$ cat src/rtl/sim_exit_monitor_pkg.sv
// Shared definitions for the end-of-test monitor: state encodings and byte geometry.
package sim_exit_monitor_pkg;

  localparam int unsigned STATE_W = 2;
  localparam int unsigned BYTE_W  = 8;

  typedef enum logic [STATE_W-1:0] {
    ST_IDLE            = 2'b00,
    ST_RUN             = 2'b01,
    ST_PASS            = 2'b10,
    ST_FAIL_OR_TIMEOUT = 2'b11
  } mon_state_e;

endpackage

$ cat src/rtl/sim_exit_monitor_sat_counter.sv
// Up-counter that sticks at all-ones instead of wrapping.
module sat_counter #(
  parameter int unsigned WIDTH = 24
) (
  input  logic             clk,
  input  logic             reset,
  input  logic             inc,
  output logic [WIDTH-1:0] count
);

  logic [WIDTH-1:0] r_count;

  always_ff @(posedge clk) begin
    if (reset) begin
      r_count <= '0;
    end else if (inc && (r_count != {WIDTH{1'b1}})) begin
      r_count <= r_count + WIDTH'(1);
    end
  end

  assign count = r_count;

endmodule

$ cat src/rtl/sim_exit_monitor.sv
// Snoops core stores, latches PASS/FAIL on signature writes, TIMEOUT after a RUN-cycle budget.
module sim_exit_monitor
  import sim_exit_monitor_pkg::*;
#(
  parameter int unsigned            ADDR_WIDTH     = 32,
  parameter int unsigned            DATA_WIDTH     = 32,
  parameter logic [ADDR_WIDTH-1:0]  PASS_ADDR      = ADDR_WIDTH'(100),
  parameter logic [DATA_WIDTH-1:0]  PASS_DATA      = DATA_WIDTH'(25),
  parameter logic [ADDR_WIDTH-1:0]  FAIL_ADDR      = ADDR_WIDTH'(96),
  parameter int unsigned            TIMEOUT_CYCLES = 4700,
  parameter int unsigned            CNT_WIDTH      = 24
) (
  input  logic                         clk,
  input  logic                         reset,
  input  logic                         enable,
  input  logic [ADDR_WIDTH-1:0]        mem_addr,
  input  logic [DATA_WIDTH-1:0]        mem_wdata,
  input  logic [DATA_WIDTH/BYTE_W-1:0] mem_wmask,
  output logic                         done,
  output logic                         pass,
  output logic [STATE_W-1:0]           state,
  output logic                         timed_out,
  output logic [DATA_WIDTH-1:0]        fail_code,
  output logic [CNT_WIDTH-1:0]         cycle_count,
  output logic [CNT_WIDTH-1:0]         store_count
);

  localparam int unsigned NBYTES  = DATA_WIDTH / BYTE_W;
  localparam bit          TO_EN   = (TIMEOUT_CYCLES != 0);
  localparam int unsigned TO_LAST = TO_EN ? (TIMEOUT_CYCLES - 1) : 0;

  mon_state_e             r_state;
  logic                   r_done;
  logic                   r_pass;
  logic                   r_timed_out;
  logic [DATA_WIDTH-1:0]  r_fail_code;

  logic                   w_run;
  logic                   w_store;
  logic                   w_pass_ok;
  logic                   w_pass_bad;
  logic                   w_fail_hit;
  logic                   w_timeout;
  logic [DATA_WIDTH-1:0]  w_masked_wdata;
  logic [CNT_WIDTH-1:0]   w_cycle_count;
  logic [CNT_WIDTH-1:0]   w_store_count;

  // Bus qualifiers; every term is gated by RUN so an undriven bus in IDLE stays inert.
  always_comb begin
    w_run      = (r_state == ST_RUN);
    w_store    = w_run && (|mem_wmask);
    w_pass_ok  = 1'b0;
    w_pass_bad = 1'b0;
    w_fail_hit = 1'b0;
    w_timeout  = 1'b0;
    if (w_store && (mem_addr == PASS_ADDR)) begin
      w_pass_ok  = (&mem_wmask) && (mem_wdata == PASS_DATA);
      w_pass_bad = !w_pass_ok;
    end
    if (w_store && (mem_addr == FAIL_ADDR)) begin
      w_fail_hit = 1'b1;
    end
    if (TO_EN && w_run && (w_cycle_count == CNT_WIDTH'(TO_LAST))) begin
      w_timeout = 1'b1;
    end
  end

  always_comb begin
    w_masked_wdata = '0;
    for (int b = 0; b < int'(NBYTES); b++) begin
      if (mem_wmask[b]) begin
        w_masked_wdata[b*BYTE_W +: BYTE_W] = mem_wdata[b*BYTE_W +: BYTE_W];
      end
    end
  end

  // State machine with registered terminal outputs; terminal states only exit via reset.
  always_ff @(posedge clk) begin
    if (reset) begin
      r_state     <= ST_IDLE;
      r_done      <= 1'b0;
      r_pass      <= 1'b0;
      r_timed_out <= 1'b0;
      r_fail_code <= '0;
    end else begin
      case (r_state)
        ST_IDLE: begin
          if (enable) begin
            r_state <= ST_RUN;
          end
        end
        ST_RUN: begin
          if (w_pass_ok) begin
            r_state <= ST_PASS;
            r_done  <= 1'b1;
            r_pass  <= 1'b1;
          end else if (w_pass_bad) begin
            r_state     <= ST_FAIL_OR_TIMEOUT;
            r_done      <= 1'b1;
            r_fail_code <= mem_wdata;
          end else if (w_fail_hit) begin
            r_state     <= ST_FAIL_OR_TIMEOUT;
            r_done      <= 1'b1;
            r_fail_code <= w_masked_wdata;
          end else if (w_timeout) begin
            r_state     <= ST_FAIL_OR_TIMEOUT;
            r_done      <= 1'b1;
            r_timed_out <= 1'b1;
            r_fail_code <= {DATA_WIDTH{1'b1}};
          end
        end
        default: begin
        end
      endcase
    end
  end

  sat_counter #(.WIDTH(CNT_WIDTH)) u_cycle_cnt (
    .clk   (clk),
    .reset (reset),
    .inc   (w_run),
    .count (w_cycle_count)
  );

  sat_counter #(.WIDTH(CNT_WIDTH)) u_store_cnt (
    .clk   (clk),
    .reset (reset),
    .inc   (w_store),
    .count (w_store_count)
  );

  assign state       = r_state;
  assign done        = r_done;
  assign pass        = r_pass;
  assign timed_out   = r_timed_out;
  assign fail_code   = r_fail_code;
  assign cycle_count = w_cycle_count;
  assign store_count = w_store_count;

endmodule

$ cat config.mk
export PLATFORM = sky130hd
export DESIGN_NAME = sim_exit_monitor
export DESIGN_NICKNAME = d
export VERILOG_FILES = /design/src/rtl/sim_exit_monitor_pkg.sv /design/src/rtl/sim_exit_monitor_sat_counter.sv /design/src/rtl/sim_exit_monitor.sv
export SDC_FILE = /design/constraint.sdc
export NUM_CORES = 1
export LEC_CHECK = 0
export CAP_MARGIN = 20
export CORE_MARGIN = 4
export CORE_UTILIZATION = 30
export DETAILED_ROUTE_END_ITERATION = 12
export SYNTH_ARGS = -nofsm -noshare
export SYNTH_HDL_FRONTEND = slang
export SYNTH_SLANG_ARGS = --single-unit
export TNS_END_PERCENT = 50
$ cat constraint.sdc
create_clock -name clk -period 2.6 [get_ports clk]
set_input_delay 0.52 -clock clk [delete_from_list [all_inputs] [get_ports clk]]
set_output_delay 0.52 -clock clk [all_outputs]
set_load 0.005 [all_outputs]
==> results of run 1 <==
-- critical path, stage by stage, from the launching register on --
cell and delay [ps]:
dfxtp_1 340, ha_2 240, or4b_4 470, or4_4 570, a32oi_4 200, buf_12 220, nor2_1 60, a211oi_1 220
-- cells in the final DEF (no fill, tap or decap), types with 2 or more instances in the layout --
cell and count:
a211oi_1 32, a21oi_1 11, a31oi_1 2, and2_1 2
and3_1 12, and4_1 7, buf_12 4, buf_4 23
clkbuf_1 5, clkbuf_16 9, clkdlybuf4s50_1 154, clkinv_2 2
dfxtp_1 85, inv_1 6, mux2i_1 2, nand2_1 16
nand2b_1 2, nand3_1 24, nand4_1 18, nor2_1 79
nor2_2 5, nor3_1 10, nor4_1 18, nor4bb_1 4
o21ai_0 40, or3_1 11, or4_1 2, xnor2_1 14
xor2_1 24
-- cell families (layout without fill, tap and decap cells) --
kind of cell    after synthesis  count (layout)  share of synthesized area
simple gates                218             218                      0.291
compound gates               91              91                      0.145
flops                        85              85                      0.429
xor+xnor                     38              38                     0.0840
buf+inv                      30             204                     0.0398
fa+ha+maj                     2               2                    0.00631
mux                           2               2                    0.00505
-- power groups by stage --
| stage | registers (mW) | logic (mW) | clock network, mW |
|---|---|---|---|
| finish | 1.32 | 0.233 | 1.14 |
| floorplan | 1.35 | 0.0673 | 0 |
| global placement | 1.34 | 0.229 | 0 |
| global route | 1.32 | 0.252 | 1.24 |
| detailed placement | 1.34 | 0.232 | 0 |
| CTS | 1.32 | 0.234 | 1.18 |
-- cell type report --
| type | instances | area [um2] |
|---|---|---|
| well taps | 172 | 215 |
| flip-flops and latches | 85 | 1700 |
| fillers | 1206 | 6670 |
| inverters | 6 | 22.5 |
| clock inverters | 2 | 10.0 |
| clock buffers | 14 | 244 |
| repair buffers | 182 | 1800 |
| multi-input cells | 351 | 2110 |
-- layer usage --
| metal | global-route usage | wire length (um) | vias up |
|---|---|---|---|
| met5 | 0 | 0 | - |
| met4 | 0.0658 | 210 | 0 |
| met3 | 0.0348 | 842 | 13 |
| met2 | 0.265 | 5730 | 121 |
| met1 | 0.221 | 5900 | 1894 |
| li1 | - | - | 2033 |
-- registers in the layout, summed over array words and instances, names as in the netlist --
name,cells
done,1
fail_code,32
pass,1
state,2
timed_out,1
u_cycle_cnt.count,24
u_store_cnt.count,24
-- worst paths after layout --
kind | depth (start not counted) | end | from
worst max register to register | 7 | fail_code[16] | u_cycle_cnt.count[0]
worst min-delay path | 2 | done | done
worst max-delay path | 7 | fail_code[16] | u_cycle_cnt.count[0]
worst min register to register | 2 | done | done
==> key figures, run 1 <==
Outcome
  – Outcome: complete, no violations

Detailed routing
  – Drt drc: 0
  – Detailed Route Iter0 Violations: roughly 320
  – Via count: ~4100
  – First drt pass iteration count: 4
  – Post-DR vias/cell: about 5
  – Wirelength, routed: 12700 um
  – WL/cell: 15.6 um
  – DRT antenna net count: 0

Clock tree
  – Max Buffers Root-to-Sink: 2
  – H-tree level count: 3
  – Post-CTS Hold Fix Bufs: 0
  – Num CTS Buffers: 9
  – PostCTS Resize Cnt: 0
  – Clock root buffer: clkbuf_16
  – Clk Latency, worst-skew pair: between 300 and 400 ps
  – CTS tree: yes
  – Post CTS Setup Buffer Count: 0
  – Clk slew on worst S/H paths: around 60 ps
  – CTS sink count: between 80 and 90

Power and ir drop
  – Power Density: 441 mW/mm2
  – Power consumption: roughly 2.7 mW
  – Switch Pwr: ~0.59 mW
  – Worst vdd ir: 0.233 mV
  – Total leakage power: approximately 2.0 nW
  – Logic pwr share: 0.087
  – Seq pwr share: 0.489
  – Internal cell power: 2.10 mW
  – Clock Power Share: 0.424
  – Switching share of power: 0.221

Logic synthesis
  – Most frequent cell after synthesis: dfxtp_1
  – Syn Nets: 539
  – Most area-hungry cell type in the Yosys netlist: dfxtp_1
  – #FFs+latches synth: 85
  – Cell Area, Synth: between 0.003 and 0.004 mm2
  – Share of the synthesized area in the top cell type: 0.429
  – EDFF count, synth: 0
  – Synth cell count leaders: 85 x dfxtp_1, 80 x nor2_1, 40 x o21ai_0
  – Seq/Total Area, Yosys: 0.429
  – Post-synth ARST share: 0
  – Synth Area per Inst: between 8 and 9 um2
  – Syn. warnings: 0
  – Mapped Cells: approximately 470
  – Netlist cell types: 43
  – Top_reg_cell synth: dfxtp_1
  – Largest cells by area after synthesis: dfxtp_1 43%, nor2_1 7.6%, a211oi_1 6.3%, xor2_1 5.3%, o21ai_0 5.1%

Worst setup path
  – Worst Setup Path Type: reg -> reg
  – Data required, critical path: about 2900 ps
  – R2r setup slk: roughly 170 ps
  – Crit end category: flop
  – Startpoint Class: flop
  – Worst Path Arrival: approximately 2700 ps
  – Max FO, Critical Path: 32

Die
  – Ports: approximately 160
  – Die Height: around 120 um
  – Die width: between 100 and 150 um
  – Die ar.: between 0.015 and 0.02 mm2
  – Core area: roughly 0.013 mm2
  – Initial core utilization: 0.310
  – Rows: around 40

Place
  – Dpl ws: -93.0 ps
  – Post-DP Area: approximately 0.0058 mm2
  – HPWL Detailed: about 9400 um
  – Cell total after placement: between 700 and 800
  – Final GP Congestion: around 0.78
  – PortBufs: between 150 and 200

Timing
  – Slew Viols, Final: 0
  – Max Freq: around 0.41 GHz
  – Crit path time final: about 2400 ps
  – RSZ-0062 raised after global routing: false
  – Tcrit/Tclk final: 0.934
  – Max-slew headroom: 0.679
  – Post-Route Skew: 5.51 ps
  – Slew @ Worst Pin: 474 ps
  – Final setup vio count: 0
  – WHS: around 470 ps
  – Endpoints failing hold: 0
  – Final worst slack: ~170 ps
  – TNS Setup: 0 ps

Finish
  – Antenna cells: 0
  – Final instance area: ~0.0061 mm2
  – Layout cells sized above 1: 0.0813
  – Area Overhead vs Synth: 54.1%
  – Non-filler cells in the finished layout: a little over 800
  – Fin util: 0.478
  – Nets: a little over 700

Global route
  – Largest net degree at the start of global routing: between 80 and 90
  – Total congestion overflow: 0
  – Overall Global Routing Usage: 0.167
  – Initial antenna violation count: 0
  – First-pass GRT wire length: around 20000 um
  – Vias in the first global route: ~4000

Flow run
  – Max Cap Viol: 0

Worst hold path
  – Hold/Removal Path Class: reg -> reg
(Power assumes the default switching activity.)
==> inputs of run 2 (changes only) <==
CORE_MARGIN = 2   (was 4)
==> run 2 against run 1 <==
  * Worst hold slack got worse by 3.3 ps
  * Highest routed layer unchanged
  * Non-clock buffer count decreased by 2
  * Power increased by 0.17%
  * Flip-flop and latch count unchanged
  * Clock power about the same
==> key figures, run 2 (synthesis results as in run 1) <==
Clock tree
  – CTS tree: yes
  – Max Buffers Root-to-Sink: 2 (unchanged)
  – H-tree level count: 3 (unchanged)
  – Clk Latency, worst-skew pair: 330 ps (about the same)
  – Num CTS Buffers: 9 (unchanged)
  – Clock root buffer: clkbuf_16
  – CTS sink count: 85 (unchanged)
  – Clk slew on worst S/H paths: 60 ps (about the same)
  – Post CTS Setup Buffer Count: 0 (unchanged)

Die
  – Initial core utilization: 0.310 (unchanged)
  – Die width: 119 um (-3.3%)
  – Core area: 0.0128 mm2 (unchanged)
  – Ports: 156 (unchanged)
  – Die Height: 119 um (-3.3%)
  – Die ar.: 0.0141 mm2 (-6.4%)
  – Rows: 41 (unchanged)

Worst hold path
  – HP Start: done
  – Worst-case hold path end point: done
  – Hold/Removal Path Class: reg -> reg
  – Hold depth: 2 (unchanged)

Finish
  – # fillers: 1194 (-1.0%)
  – Max reg flops: 32 (unchanged)
  – Most common cell after layout, fill and taps aside: clkdlybuf4s50_1
  – Layout cells sized above 1: 0.0799 (-0.00131)
  – Nets: 706 (-0.28%)
  – Area Overhead vs Synth: 54.1% (unchanged)
  – Antenna cells: 0 (unchanged)
  – Most frequent cells in the layout: 154 x clkdlybuf4s50_1, 85 x dfxtp_1, 79 x nor2_1

Timing
  – Tcrit/Tclk final: 0.944 (+0.00987)
  – Max-slew headroom: 0.609 (-0.0707)
  – Post-Route Skew: 5.90 ps (+0.389 ps)
  – RSZ-0062 raised after global routing: false
  – Slew Viols, Final: 0 (unchanged)
  – Slew @ Worst Pin: 584 ps (+110 ps)
  – Max Freq: 0.408 GHz (-1.0%)
  – Final setup vio count: 0 (unchanged)
  – Endpoints failing hold: 0 (unchanged)
  – TNS Setup: 0 ps (unchanged)
  – Final worst slack: 147 ps (-25.7 ps)
  – Crit path time final: 2450 ps (+25.7 ps)

Power and ir drop
  – Total leakage power: 2.01 nW (-0.47%)
  – Worst vdd ir: 0.243 mV (+4.5%)
  – Power Density: 442 mW/mm2 (+0.17%)

Worst setup path
  – Worst r2r src: u_cycle_cnt.count[0]
  – Startpoint Class: flop
  – Worst Path Arrival: 2690 ps (about the same)
  – Reg2reg end: fail_code[28]
  – Crit end category: flop
  – Reg2reg path depth: 7 (unchanged)
  – Worst Setup Path Type: reg -> reg
  – Max FO, Critical Path: 32 (unchanged)
  – Data required, critical path: 2840 ps (about the same)
  – R2r setup slk: 150 ps (-30 ps)

Detailed routing
  – First drt pass iteration count: 4 (unchanged)
  – Post-DR vias/cell: 5.04 (+0.84%)
  – Detailed Route Iter0 Violations: 291 (-8.2%)
  – Wirelength, routed: 12200 um (-3.9%)
  – Drt drc: 0 (unchanged)
  – Via count: 4085 (+0.59%)
  – DRT antenna net count: 0 (unchanged)
  – WL/cell: 15.1 um (-3.6%)

Place
  – HPWL Detailed: 9060 um (-3.3%)
  – PortBufs: 155 (unchanged)
  – Final GP Congestion: 0.783 (+0.97%)
  – Dpl ws: -133 ps (-39.8 ps)

Outcome
  – Outcome: complete, no violations

Global route
  – GRT busiest layer: met2
  – Routing usage on met1: 0.230 (+0.00900)
  – Total congestion overflow: 0 (unchanged)
  – Grt met3 use: 0.0321 (-0.00268)
  – First-pass GRT wire length: 19800 um (-1.1%)
  – Largest net degree at the start of global routing: 86 (unchanged)
  – Overall Global Routing Usage: 0.171 (+0.00425)
  – Met2 Use GR: 0.273 (+0.00787)
  – Initial antenna violation count: 0 (unchanged)
  – Vias in the first global route: 3910 (-1.1%)

Flow run
  – Max Cap Viol: 0 (unchanged)
[run 2: cell count changes in the layout (fill, tap and decap cells not counted)]
cell / before / now
a211oi_1: 32 / 33
clkbuf_1: 5 / 3
a211oi_2: 1 / 0
buf_4: 23 / 20
buf_12: 4 / 5
clkinvlp_4: 0 / 2
[run 2: critical path, stage by stage (launching register included)]
cell and delay [ps]:
dfxtp_1 340, ha_2 230, or4b_4 480, or4_4 570
a32oi_4 200, buf_12 220, nor2_1 60, a211oi_1 240
[run 2: final cells by class]
class | count | area, um2 | area share
multi-input cells | 351 | 2110 | 0.345
repair buffers | 180 | 1800 | 0.294
flip-flops and latches | 85 | 1700 | 0.279
clock buffers | 12 | 236 | 0.0387
well taps | 172 | 215 | 0.0352
clock inverters | 4 | 25.0 | 0.00410
inverters | 6 | 22.5 | 0.00369
[run 2: worst max-delay path by stage]
| stage | from | end | slack [ps] | cells past startpoint |
|---|---|---|---|---|
| 3_5_place_dp | mem_wmask[0] | fail_code[28] | -130 | 9 |
| 5_1_grt | mem_wmask[0] | fail_code[28] | 10 | 9 |
| 4_1_cts | u_cycle_cnt.count[0] | fail_code[28] | 120 | 7 |
| 3_3_place_gp | mem_wmask[0] | fail_code[21] | -70 | 9 |
| 6_report | u_cycle_cnt.count[0] | fail_code[28] | 150 | 7 |
| 2_1_floorplan | u_cycle_cnt.count[0] | fail_code[11] | 270 | 7 |
[run 2: where the power goes]
| part | internal [mW] | leakage [nW] | switching (mW) | total, mW |
|---|---|---|---|---|
| logic | 0.141 | 1.20 | 0.0909 | 0.232 |
| clock network | 0.645 | 0.123 | 0.505 | 1.15 |
| registers | 1.31 | 0.685 | 0.00608 | 1.32 |
[run 2: layer usage]
layer | vias to the layer above | routed length [um]
met5 | - | 0
met4 | 0 | 221
met3 | 18 | 622
met2 | 125 | 5470
met1 | 1908 | 5880
li1 | 2034 | -
[run 2: what timing repair did]
| action | CTS | global route |
|---|---|---|
| hold buffers | 0 | 0 |
| gates resized for setup | 0 | 1 |
| setup endpoints to repair | 0 | 1 |
[run 2: per-stage QoR]
| step | util | instances | area (um2) | power (mW) | hold slack (ps) |
|---|---|---|---|---|---|
| floorplan | - | 466 | 3960 | 1.41 | 442 |
| global placement | 0.457 | 794 | 5840 | 1.57 | 465 |
| finish | 0.478 | 810 | 6110 | 2.70 | 467 |
| CTS | 0.478 | 810 | 6100 | 2.73 | 482 |
| detailed placement | 0.457 | 794 | 5840 | 1.57 | 474 |
| global route | 0.478 | 810 | 6110 | 2.80 | 494 |
